**src/rtl/fetch_skid_buffer.sv**
```systemverilog
`default_nettype none
// ============================================================================
// Module      : fetch_skid_buffer
// Description : Two-entry fetch-to-decode skid buffer with flush. ready_o and
//               valid_o come from state flops only. Optional stall counter is
//               enabled by defining FETCH_SKID_STALL_CNT_EN.
// Revision    : 1.0 - initial release
// ============================================================================
module fetch_skid_buffer #(
    parameter int INSTR_W = 32,
    parameter int PC_W    = 32
) (
    input  logic               clk_i,
    input  logic               rst_i,
    input  logic               flush_i,
    input  logic               valid_i,
    input  logic [INSTR_W-1:0] instruction_i,
    input  logic [PC_W-1:0]    pc_i,
    output logic               ready_o,
    output logic               valid_o,
    output logic [INSTR_W-1:0] instruction_o,
    output logic [PC_W-1:0]    pc_o,
    input  logic               ready_i
`ifdef FETCH_SKID_STALL_CNT_EN
    ,
    output logic [31:0]        stall_cnt_o
`endif
);

    typedef enum logic [1:0] {
        ST_EMPTY = 2'd0,
        ST_BUSY  = 2'd1,
        ST_FULL  = 2'd2
    } state_t;

    state_t             r_state;
    state_t             w_state_nxt;
    logic               w_load_main;
    logic               w_main_from_skid;
    logic               w_load_skid;

    logic [INSTR_W-1:0] r_main_instr;
    logic [PC_W-1:0]    r_main_pc;
    logic [INSTR_W-1:0] r_skid_instr;
    logic [PC_W-1:0]    r_skid_pc;

    always_ff @(posedge clk_i or posedge rst_i) begin
        if (rst_i) begin
            r_state <= ST_EMPTY;
        end else begin
            r_state <= w_state_nxt;
        end
    end

    // Flush overrides everything; an input offered alongside it is dropped.
    always_comb begin
        w_state_nxt      = r_state;
        w_load_main      = 1'b0;
        w_main_from_skid = 1'b0;
        w_load_skid      = 1'b0;
        if (flush_i) begin
            w_state_nxt = ST_EMPTY;
        end else begin
            case (r_state)
                ST_EMPTY: begin
                    if (valid_i) begin
                        w_load_main = 1'b1;
                        w_state_nxt = ST_BUSY;
                    end
                end
                ST_BUSY: begin
                    if (valid_i && ready_i) begin
                        w_load_main = 1'b1;
                    end else if (valid_i) begin
                        w_load_skid = 1'b1;
                        w_state_nxt = ST_FULL;
                    end else if (ready_i) begin
                        w_state_nxt = ST_EMPTY;
                    end
                end
                ST_FULL: begin
                    if (ready_i) begin
                        w_main_from_skid = 1'b1;
                        w_state_nxt      = ST_BUSY;
                    end
                end
                default: begin
                    w_state_nxt = ST_EMPTY;
                end
            endcase
        end
    end

    always_ff @(posedge clk_i or posedge rst_i) begin
        if (rst_i) begin
            r_main_instr <= '0;
            r_main_pc    <= '0;
        end else if (w_load_main) begin
            r_main_instr <= instruction_i;
            r_main_pc    <= pc_i;
        end else if (w_main_from_skid) begin
            r_main_instr <= r_skid_instr;
            r_main_pc    <= r_skid_pc;
        end
    end

    always_ff @(posedge clk_i or posedge rst_i) begin
        if (rst_i) begin
            r_skid_instr <= '0;
            r_skid_pc    <= '0;
        end else if (w_load_skid) begin
            r_skid_instr <= instruction_i;
            r_skid_pc    <= pc_i;
        end
    end

    assign valid_o       = (r_state != ST_EMPTY);
    assign ready_o       = (r_state != ST_FULL);
    assign instruction_o = r_main_instr;
    assign pc_o          = r_main_pc;

`ifdef FETCH_SKID_STALL_CNT_EN
    logic [31:0] r_stall_cnt;

    always_ff @(posedge clk_i or posedge rst_i) begin
        if (rst_i) begin
            r_stall_cnt <= '0;
        end else if (flush_i) begin
            r_stall_cnt <= '0;
        end else if (valid_o && !ready_i) begin
            r_stall_cnt <= r_stall_cnt + 32'd1;
        end
    end

    assign stall_cnt_o = r_stall_cnt;
`endif

endmodule
`default_nettype wire
```
**config.mk**
```make
export PLATFORM = sky130hd
export DESIGN_NAME = fetch_skid_buffer
export DESIGN_NICKNAME = d
export VERILOG_FILES = /design/src/rtl/fetch_skid_buffer.sv
export SDC_FILE = /design/constraint.sdc
export NUM_CORES = 1
export LEC_CHECK = 0
export BUFFER_PORTS_ARGS = -buffer_cell sky130_fd_sc_hd__buf_2
export CAP_MARGIN = 10
export CORE_MARGIN = 2
export CORE_UTILIZATION = 35
export DETAILED_ROUTE_END_ITERATION = 10
export SYNTH_ARGS = -nofsm -noshare
export SYNTH_HDL_FRONTEND = slang
export SYNTH_SLANG_ARGS = --single-unit
```
**constraint.sdc**
```tcl
create_clock -name clk_i -period 4.2 [get_ports clk_i]
set_input_delay 0.84 -clock clk_i [delete_from_list [all_inputs] [get_ports clk_i]]
set_output_delay 0.84 -clock clk_i [all_outputs]
set_load 0.01 [all_outputs]
```
==> reports/summary.txt <==
Pwr dens = 608 nW/um2
Clock latency on the worst-skew pair = 0.41 ns
Post-route DRC = 0
Crit path largest cell delay = 0.65 ns
Synth-to-Final Area Change = 24.5%
Tcrit/Tclk final = 60.6%
Drt wl/cell = 15.5 um
FMAX = 393 MHz
Synth top area share = 56.1%
Initial Utilization = 35.3%
Mapped cell area = 5800 um2
Die width = 133 um
Synth Warn # = 0
Crit path capture type = flip-flop
Critical path's top delay family = simple AND/OR/NAND/NOR gates
GR Overflow Total = 0
Ports = 135
Die height = 133 um
Post-CTS sizing = 0
Num CTS Buffers = 17
Initial DRC Count = 107
CP Data Required Time = 4.49 ns
Hold Worst Slack = 0.486 ns
First-pass GRT wire length = 19.1 mm
CTS sink cnt = 130
Skew final = 0.00466 ns
Post-Route Setup TNS = 0 ns
Register area share after synthesis = 56.1%
Via count = 3413
Hold crit path type = flip-flop to flip-flop
Dpl hpwl = 7.06 mm
Final Hold Viols = 0
Num rows = 47
Syn nets = 431
Largest net degree at the start of global routing = 131
Routability Congestion = 0.695
Routed wire length = 11.3 mm
Post-CTS Hold Buffers = 0
Core area = 16400 um2
Vias per cell = 4.67
Post-CTS Setup Inserts = 0
Crit Path Class = input pin to flip-flop
Worst-path clk slew = 0.05 ns
Critical path buffers and inverters = 1
CTS tree = done
Clk buf depth = 2
Initial antenna violation count = 0
Post-synthesis register bit count = 130
Clock root buffer = clkbuf_16
Ant. Diodes = 0
Peak supply drop = 257 uV
Die area = 17600 um2
Pins Over Slew Limit = 0
Relative slew slack = 23.4%
CP startpoint kind = input pin
First drt pass iteration count = 4
Finish-stage setup viols = 0
# H-tree levels = 4
Crit-path slowest cell = nand2_4
Post-Syn Instances = 362
Multi-input gate area = 2420 um2
Synth Area per Inst = 16.0 um2
Vias in the first global route = 3866
GRT Total Usage = 13.8%
# Max-Cap Violations = 0
Status = complete, no violations
RSZ-0062 raised after global routing = false
Worst-Margin Slew = 1.15 ns
Post-DRT Antenna Nets = 0
Critical path, cell by cell = buf_2 > nor3b_2 > nand2_4 > mux2_4 > mux2_2
Final setup margin = 1.66 ns
Share of cells above drive strength 1 = 67.1%
Critical path data arrival time = 2.83 ns
Post-layout minimum cycle time = 2.54 ns
Fill count = 1497
Synth cell types = 19
Max FO, Critical Path = 66
Register area = 3250 um2
Leakage = 3.49 nW
Cell taking the most area after synthesis = dfrtp_1
Port Buffer Count = 134
Main area contributors after synthesis = dfrtp_1 (56%), mux2_2 (27%), mux2_4 (9.3%)
Nets = 567
Pre-CTS setup slack = 1.18 ns
[cell type report]
cell class	instances	area share, %
multi-input combinational	210	33.5
inverter	2	0.156
sequential	130	45.1
tap	220	3.81
clock buffer	28	7.02
timing repair buffer	137	9.78
clock inverter	4	0.659
[per-stage QoR]
| step | instance area, um2 | utilization, % | std cells | total power, mW |
|---|---|---|---|---|
| after global placement | 6660 | 40.6 | 699 | 2.99 |
| after floorplan | 5800 | - | 362 | 2.63 |
| after detailed placement | 6660 | 40.6 | 699 | 3.05 |
| after global routing | 7220 | 44.0 | 731 | 4.65 |
| after CTS | 7220 | 44.0 | 731 | 4.47 |
| final | 7220 | 44.0 | 731 | 4.39 |
[cells in the final DEF, fill, tap and decap left out, drive strengths merged, types with 2 or more instances in the layout]
cell	n
nor2	2
mux2	188
nor3b	2
a21oi	5
mux2i	3
clkbuf	28
dfrtp	130
nor2b	2
buf	137
nand2b	4
clkinv	2
clkinvlp	2
[worst paths after layout]
path / from / to / slack (ns) / cells past startpoint
worst max register to register: r_state[1]$_DFFE_PP0P_ / pc_o[30]$_DFFE_PP0P_ / 1.79 / 4
worst max-delay path: flush_i / pc_o[30]$_DFFE_PP0P_ / 1.66 / 5
max in group asynchronous: rst_i / pc_o[12]$_DFFE_PP0P_ / 3.05 / 3
min in group asynchronous: rst_i / instruction_o[13]$_DFFE_PP0P_ / 0.65 / 3
worst min register to register: r_skid_instr[9]$_DFFE_PP0P_ / r_skid_instr[9]$_DFFE_PP0P_ / 0.49 / 1
worst min-delay path: r_skid_instr[9]$_DFFE_PP0P_ / r_skid_instr[9]$_DFFE_PP0P_ / 0.49 / 1
[cell usage after synthesis]
master / instances
nor2_1: 2
nand2b_1: 4
nor3b_2: 1
or2_2: 1
mux2_1: 13
buf_2: 15
buf_6: 5
inv_1: 2
nand2_1: 1
mux2i_1: 3
mux2_4: 36
mux2_2: 139
o21ai_1: 1
nor3b_1: 1
a21oi_4: 1
nor3_1: 1
nor2b_1: 2
dfrtp_1: 130
a21oi_1: 4
[power breakdown]
part | leakage, nW | total (mW) | switching (mW) | internal, mW
sequential | 1.59 | 1.88 | 0.203 | 1.68
clock | 0.269 | 1.38 | 0.506 | 0.876
combinational | 1.63 | 1.13 | 0.443 | 0.683
total | 3.49 | 4.39 | 1.15 | 3.23
[cells by family (layout without fill, tap and decap cells)]
group	Yosys count	count (layout)	share of synthesized area [%]
muxes	191	191	39.4
DFF	130	130	56.1
buffers and inverters	22	171	2.40
and+or+nand+nor	13	13	1.38
AOI/OAI and AO/OA	6	6	0.712
[state kept, by name (all words and copies together) (netlist names)]
name,count
instruction_o,32
pc_o,32
r_skid_instr,32
r_skid_pc,32
r_state,2
[layer usage]
layer  share of wire, %  global-route usage, %  vias to the layer above
met5                  0                      0                        -
met2                 49                   23.2                       85
met1                 43                   15.7                     1743
li1                   -                      -                     1571
met4                1.3                   5.38                        0
met3                6.9                   5.59                       14
Power figures use the tool's default switching activity.
